## src/rtl/dm_arbiter.sv

```systemverilog
// dm_arbiter: round-robin arbiter and sequencer between the cpu (port 0)
// and dma (port 1) requesters and the shared variable-latency data memory.
// Handles one access at a time, generates byte enables and lane-shifted
// store data, and aborts accesses that see no acknowledge within TIMEOUT cycles.
module dm_arbiter #(
    parameter int unsigned TIMEOUT = 16
) (
    input  logic        clk,
    input  logic        reset,
    input  logic        cpu_req,
    input  logic [31:0] cpu_addr,
    input  logic        cpu_we,
    input  logic [1:0]  cpu_size,
    input  logic [31:0] cpu_wdata,
    output logic        cpu_done,
    input  logic        dma_req,
    input  logic [31:0] dma_addr,
    input  logic        dma_we,
    input  logic [1:0]  dma_size,
    input  logic [31:0] dma_wdata,
    output logic        dma_done,
    output logic [31:0] rsp_rdata,
    output logic        rsp_err,
    output logic        mem_req,
    output logic [31:0] mem_addr,
    output logic [3:0]  mem_byteen,
    output logic [31:0] mem_wdata,
    input  logic        mem_ack,
    input  logic [31:0] mem_rdata
);

    typedef enum logic [1:0] {IDLE, ACCESS, RESP} state_t;

    localparam logic [7:0] CNT_LAST = 8'(TIMEOUT - 1);

    state_t      state, state_nxt;
    logic        last_grant;
    logic        owner;
    logic [7:0]  cnt;

    logic        any_req;
    logic        pick;
    logic [31:0] sel_addr;
    logic [31:0] sel_wdata;
    logic        sel_we;
    logic [1:0]  sel_size;
    logic        bad;
    logic [3:0]  ben;
    logic [31:0] lane;
    logic        timed_out;

    // Winner selection, alignment check and lane/byte-enable decode of the winner.
    always_comb begin
        any_req = cpu_req | dma_req;
        if (cpu_req && dma_req) pick = ~last_grant;
        else                    pick = dma_req;

        sel_addr  = pick ? dma_addr  : cpu_addr;
        sel_wdata = pick ? dma_wdata : cpu_wdata;
        sel_we    = pick ? dma_we    : cpu_we;
        sel_size  = pick ? dma_size  : cpu_size;

        bad  = 1'b0;
        ben  = '0;
        lane = sel_wdata;
        case (sel_size)
            2'b00: begin
                ben  = 4'b0001 << sel_addr[1:0];
                lane = {24'b0, sel_wdata[7:0]} << {sel_addr[1:0], 3'b000};
            end
            2'b01: begin
                bad  = sel_addr[0];
                ben  = sel_addr[1] ? 4'b1100 : 4'b0011;
                lane = {16'b0, sel_wdata[15:0]} << {sel_addr[1], 4'b0000};
            end
            2'b10: begin
                bad  = |sel_addr[1:0];
                ben  = 4'b1111;
            end
            default: bad = 1'b1;
        endcase
        if (!sel_we) ben = '0;

        timed_out = (cnt == CNT_LAST);
    end

    // Next-state logic; ack in the final ACCESS cycle still counts as success.
    always_comb begin
        state_nxt = state;
        case (state)
            IDLE:    if (any_req) state_nxt = bad ? RESP : ACCESS;
            ACCESS:  if (mem_ack || timed_out) state_nxt = RESP;
            RESP:    state_nxt = IDLE;
            default: state_nxt = IDLE;
        endcase
    end

    // State register.
    always_ff @(posedge clk or negedge reset) begin
        if (!reset) state <= IDLE;
        else        state <= state_nxt;
    end

    // Grant bookkeeping, memory-side registers and response/done registers.
    always_ff @(posedge clk or negedge reset) begin
        if (!reset) begin
            last_grant <= 1'b1;
            owner      <= 1'b0;
            cnt        <= '0;
            mem_req    <= 1'b0;
            mem_addr   <= '0;
            mem_byteen <= '0;
            mem_wdata  <= '0;
            cpu_done   <= 1'b0;
            dma_done   <= 1'b0;
            rsp_rdata  <= '0;
            rsp_err    <= 1'b0;
        end else begin
            cpu_done <= 1'b0;
            dma_done <= 1'b0;
            case (state)
                IDLE: begin
                    if (any_req) begin
                        last_grant <= pick;
                        owner      <= pick;
                        cnt        <= '0;
                        if (bad) begin
                            cpu_done  <= ~pick;
                            dma_done  <= pick;
                            rsp_err   <= 1'b1;
                            rsp_rdata <= '0;
                        end else begin
                            mem_req    <= 1'b1;
                            mem_addr   <= {sel_addr[31:2], 2'b00};
                            mem_byteen <= ben;
                            mem_wdata  <= lane;
                        end
                    end
                end
                ACCESS: begin
                    if (mem_ack || timed_out) begin
                        mem_req    <= 1'b0;
                        mem_byteen <= '0;
                        cpu_done   <= ~owner;
                        dma_done   <= owner;
                        rsp_err    <= ~mem_ack;
                        rsp_rdata  <= mem_ack ? mem_rdata : '0;
                    end else begin
                        cnt <= cnt + 8'd1;
                    end
                end
                default: ;
            endcase
        end
    end

endmodule

```

## config.mk

```make
export PLATFORM = sky130hd
export DESIGN_NAME = dm_arbiter
export DESIGN_NICKNAME = d
export VERILOG_FILES = /design/src/rtl/dm_arbiter.sv
export SDC_FILE = /design/constraint.sdc
export NUM_CORES = 1
export LEC_CHECK = 0
export CORE_MARGIN = 1.5
export CORE_UTILIZATION = 42
export CTS_BUF_LIST = sky130_fd_sc_hd__clkbuf_2 sky130_fd_sc_hd__clkbuf_4 sky130_fd_sc_hd__clkbuf_8
export DETAILED_ROUTE_END_ITERATION = 10
export PLACE_DENSITY_LB_ADDON = 0.05
export REMOVE_ABC_BUFFERS = 1
export SLEW_MARGIN = 40
export SYNTH_ARGS = -nofsm -noshare
export SYNTH_HDL_FRONTEND = slang
export SYNTH_SLANG_ARGS = --single-unit
```

## constraint.sdc

```tcl
create_clock -name clk -period 2.55 [get_ports clk]
set_input_delay 0.3825 -clock clk [delete_from_list [all_inputs] [get_ports clk]]
set_output_delay 0.3825 -clock clk [all_outputs]
set_load 0.05 [all_outputs]
```

# Word level (Yosys, flattened, before mapping)
# Cells that the tools add are included.
# word_totals
register_bits	114
inputBits	171
out_inout_bits	104
# classes
n_addsub	1
eq_ne	9
n_shift	3
mux	42
bitwise	6
n_reduce_logical	12
# op_table
operator	n
two-way mux 32 bit	6
case mux 32 bit (2 select lines)	2
<< shifter 16 x 5 -> 32 bit	1
<< shifter 8 x 5 -> 32 bit	1
two-way mux 4 bit	5
two-way mux 8 bit	2
case mux 8 bit (2 select lines)	1
two-way mux 1 bit	14
case mux 4 bit (3 select lines)	1
inequality test 2 bit (second input constant)	5
adder 8 x 1 -> 8 bit (second input constant)	1
== test 8 x 4 -> 1 bit (second input constant)	1
two-way mux 2 bit	4
case mux 1 bit (2 select lines)	4
case mux 4 bit (2 select lines)	1
AND reduction 4 bit	2
AND reduction 3 bit	2
inverter 1 bit	5
== test 2 x 1 -> 1 bit (second input constant)	2
zero test 2 bit	2
case mux 2 bit (2 select lines)	1
AND reduction 2 bit	2
<< shifter 1 x 2 -> 4 bit (first input constant)	1
case mux 1 bit (3 select lines)	1
other kinds (6)	6

# Logic depth before layout (Yosys ltp)
# depth
ltp_word	9
depth_mapped	8
ltp_nobuf	6

# Least setup slack after synthesis
# OpenSTA, ideal clock, no wires.
# synth_timing
path_kind	input-to-reg
startpoint	in dma_size[0]
endpoint	reg rsp_rdata[0]
setup_ns	0.121
arrival_ns	1.748
t_required_ns	2.429
setup_slack_ns	0.681
path_stages	8
path_cell_list	clkbuf_1 > nor2_1 > a211o_1 > and2_4 > a21o_1 > buf_6 > buf_6 > a22o_1
# synth_between
elab_chain_len	5
word_cells_on_any_way	7
# synth_rtl
item	line_no	text
from (decl)	19	input logic [1:0] dma_size,
two-way mux 2 bit *	61	sel_size = pick ? dma_size : cpu_size;
== test 2 bit, or another cell as far along	66	case (sel_size)
case mux 1 bit (3 select lines) *	66	
inequality test 2 bit (no source line) *	-	
AND reduction 4 bit (no source line) *	-	
to (signal assigned)	147	rsp_rdata <= mem_ack ? mem_rdata : '0;
to (decl)	22	output logic [31:0] rsp_rdata,
# Mark *: on every way between the ends. The rest lies on a longest branch, timed or not.
# A chain may end at the register's enable or synchronous reset.

# Worst setup path after layout
# layout_timing
startpoint	reg mem_byteen[0]
endpoint	out mem_byteen[0]
# layout_lines
item	line_no	text
from (decl)	26	output logic [3:0] mem_byteen,
from (signal assigned)	135	mem_byteen <= ben;
# No word-level cell between the ends.

==> metrics.yaml <==
timing:
  skew_ns: 0.008072
  worst_slew_pin_slew_ns: 0.6408
  fmax_mhz: 490.8
  final_max_slew_viol_count: 0
  fin_crit_ns: 2.038
  hold_viol: 0
  worst_slack_ns: 0.5125
  slew_headroom_pct: 56.99
  rsz0062_at_grt: "no"
  fin_crit_sh_pct: 79.90
  setup_viol: 0
clocking:
  clock_latency_ns: 0.43
  post-cts-setup-buffers: 0
  cts_tree: "built"
  clockBufferDepth: 2
  cts_buffers: 17
  clkTransAtPathRegs_ns: 0.07
  cts_resized: 0
  clock-sinks: 114
  cts_root_buffer: "clkbuf_8"
  h-tree-depth: 4
synth:
  ys.flop_type: "dfrtp_1"
  synth.ff_latch_count: 114
  syn_area_um2: 5648
  async_flop_share_pct: 100.0
  synth-seq-area-share_pct: 50.53
  synth_enable_flop_cells: 0
  yosys_warnings: 0
  yosysUniqueCellTypes: 47
  synth.avg_cell_area_um2: 10.25
  synthCells: 551
floorplan:
  io_pins: 275
  core-area_um2: 13190
  initial_core_util_pct: 42.82
  rows: 42
  die_y_um: 119.0
  die_x_um: 119.0
  dieArea_um2: 14150
critical_path:
  r2r-start: "last_grant$_DFFE_PN1P_"
  critPathLaunchType: "register"
  cp.depth: 1
  crit_type: "reg -> out"
  crit_slowest_cell: "clkdlybuf4s50_1"
  critPathBufInv: 1
  reg2regPathDepth: 5
  reg2reg_slack_ns: 0.62
  endpoint_kind: "output pin"
  path_max_fanout: 2
  max_stage_delay_ns: 0.84
  cp.arrival_ns: 1.66
  path_cells: "clkdlybuf4s50_1"
  crit_family: "buffers and inverters"
  worst_ep_required_time_ns: 2.17
  r2r_end: "mem_wdata[8]$_DFFE_PN0P_"
placed_design:
  hpwl_um: 14140
  dp_slack_ns: 0.1805
  port_buffers: 272
  post_dp_cell_area_um2: 8643
  place.gp.congestion: 0.9107
routing:
  routed_via_density: 5.471
  drt-pass1-iter-count: 7
  first_iter_violations: 600
  wire_per_inst_um: 18.51
  vias: 5548
  postRouteAntennaNets: 0
  finalWirelength_um: 18770
  route.detailed.drc: 0
grt:
  antenna_found_initial: 0
  grtUsageMet2_pct: 44.80
  grt_usage_pct: 27.04
  grt_pass1_vias: 5655
  top_usage_layer: "met2"
  grt_pass1_wl_um: 29680
  use_met3_pct: 8.285
  met1_usage_pct: 32.74
  grt-ovfl-total: 0
  grt_max_degree: 49
power_and_ir_drop:
  vdd_ir_drop_max_v: 0.0007467
  powerDensity_nw_per_um2: 1191
  leakage_nw: 3.999
worst_hold_path:
  min_path_type: "in -> async"
status:
  status: "finished, final reports clean"
layout:
  area_growth_syn_to_layout_pct: 61.03
  layout_commonest_cell: "clkdlybuf4s50_1"
  n_fill_cell: 1027
  antenna_cells: 0
  multi_input_area_um2: 2554
  nets: 997
  final_area_um2: 9095
  drive_gt1_share_pct: 8.234
  mostFrequentLayoutCells: "clkdlybuf4s50_1, dfrtp_1, nand2_1"
  seq_area_um2: 2854
job:
  cap_viol_max_count: 0
-- routing by layer --
layer / part of all wire (%) / wire (µm)
met1: 40 / 7496
met5: 0 / 0
met3: 9.2 / 1718
met4: 3.0 / 569
met2: 48 / 8989
-- cells in the mapped netlist, drive strengths merged, types with 14 or more instances --
cell | instances | area, µm²
a21oi | 14 | 70.07
nand3 | 20 | 100.1
mux2i | 55 | 550.5
a22o | 42 | 367.9
clkbuf | 24 | 90.09
dfrtp | 113 | 2828
nor2 | 45 | 168.9
a222oi | 16 | 160.2
buf | 23 | 151.4
nand2 | 61 | 229.0
o21ai | 51 | 255.2
-- kinds of logic after synthesis --
kind of cell    Yosys count  synth area share, %
other cells               1              0.06640
xor+xnor                  6               0.9304
compound gates          168                21.51
mux                      57                10.15
simple gates            151                11.92
flops                   114                50.53
buf+inv                  53                4.674
fa+ha+maj                 1               0.2215
-- through the flow --
step	cells	setup TNS, ns	util, %	hold slack, ns	total power [mW]
finish	1014	0	68.95	0.4634	10.83
global route	1014	0	68.95	0.4889	11.36
CTS	1014	0	68.95	0.4409	10.91
detailed placement	981	0	65.53	0.3687	9.029
global placement	981	0	65.53	0.3615	8.939
floorplan	505	-161.49	-	0.08691	6.645
-- final cells by class --
cell class	count	area share [%]
clock buffer	24	3.494
clock inverter	8	1.362
inverter	6	0.2476
multi-input combinational	385	28.08
sequential	114	31.38
tap	176	2.421
timing repair buffer	301	33.02
-- worst max path at each step --
stage | startpoint | end
final | mem_byteen[0]$_DFFE_PN0P_ | mem_byteen[0]
after global routing | last_grant$_DFFE_PN1P_ | mem_wdata[8]$_DFFE_PN0P_
after CTS | mem_byteen[0]$_DFFE_PN0P_ | mem_byteen[0]
after detailed placement | dma_req | mem_byteen[0]$_DFFE_PN0P_
after global placement | dma_req | rsp_rdata[16]$_DFFE_PN0P_
after floorplan | last_grant$_DFFE_PN1P_ | mem_addr[10]$_DFFE_PN0P_
-- flip-flops by register name, indices dropped and copies added (netlist names) --
name and count:
cnt 8, cpu_done 1, dma_done 1, last_grant 1
mem_addr 30, mem_byteen 4, mem_req 1, mem_wdata 32
owner 1, rsp_err 1, rsp_rdata 32, state 2
-- power by group --
part,total (mW),switching [mW],internal (mW)
Combinational,6.01,3.89,2.12
Clock,1.83,0.715,1.12
Sequential,2.99,0.445,2.55
-- what timing repair did --
| item | 4_1_cts | 5_1_grt |
|---|---|---|
| hold buffers | 1 | 0 |
| hold endpoints to repair | 32 | 0 |
| setup endpoints to repair | 0 | 0 |
No activity file was read; power rests on OpenSTA's default activity.
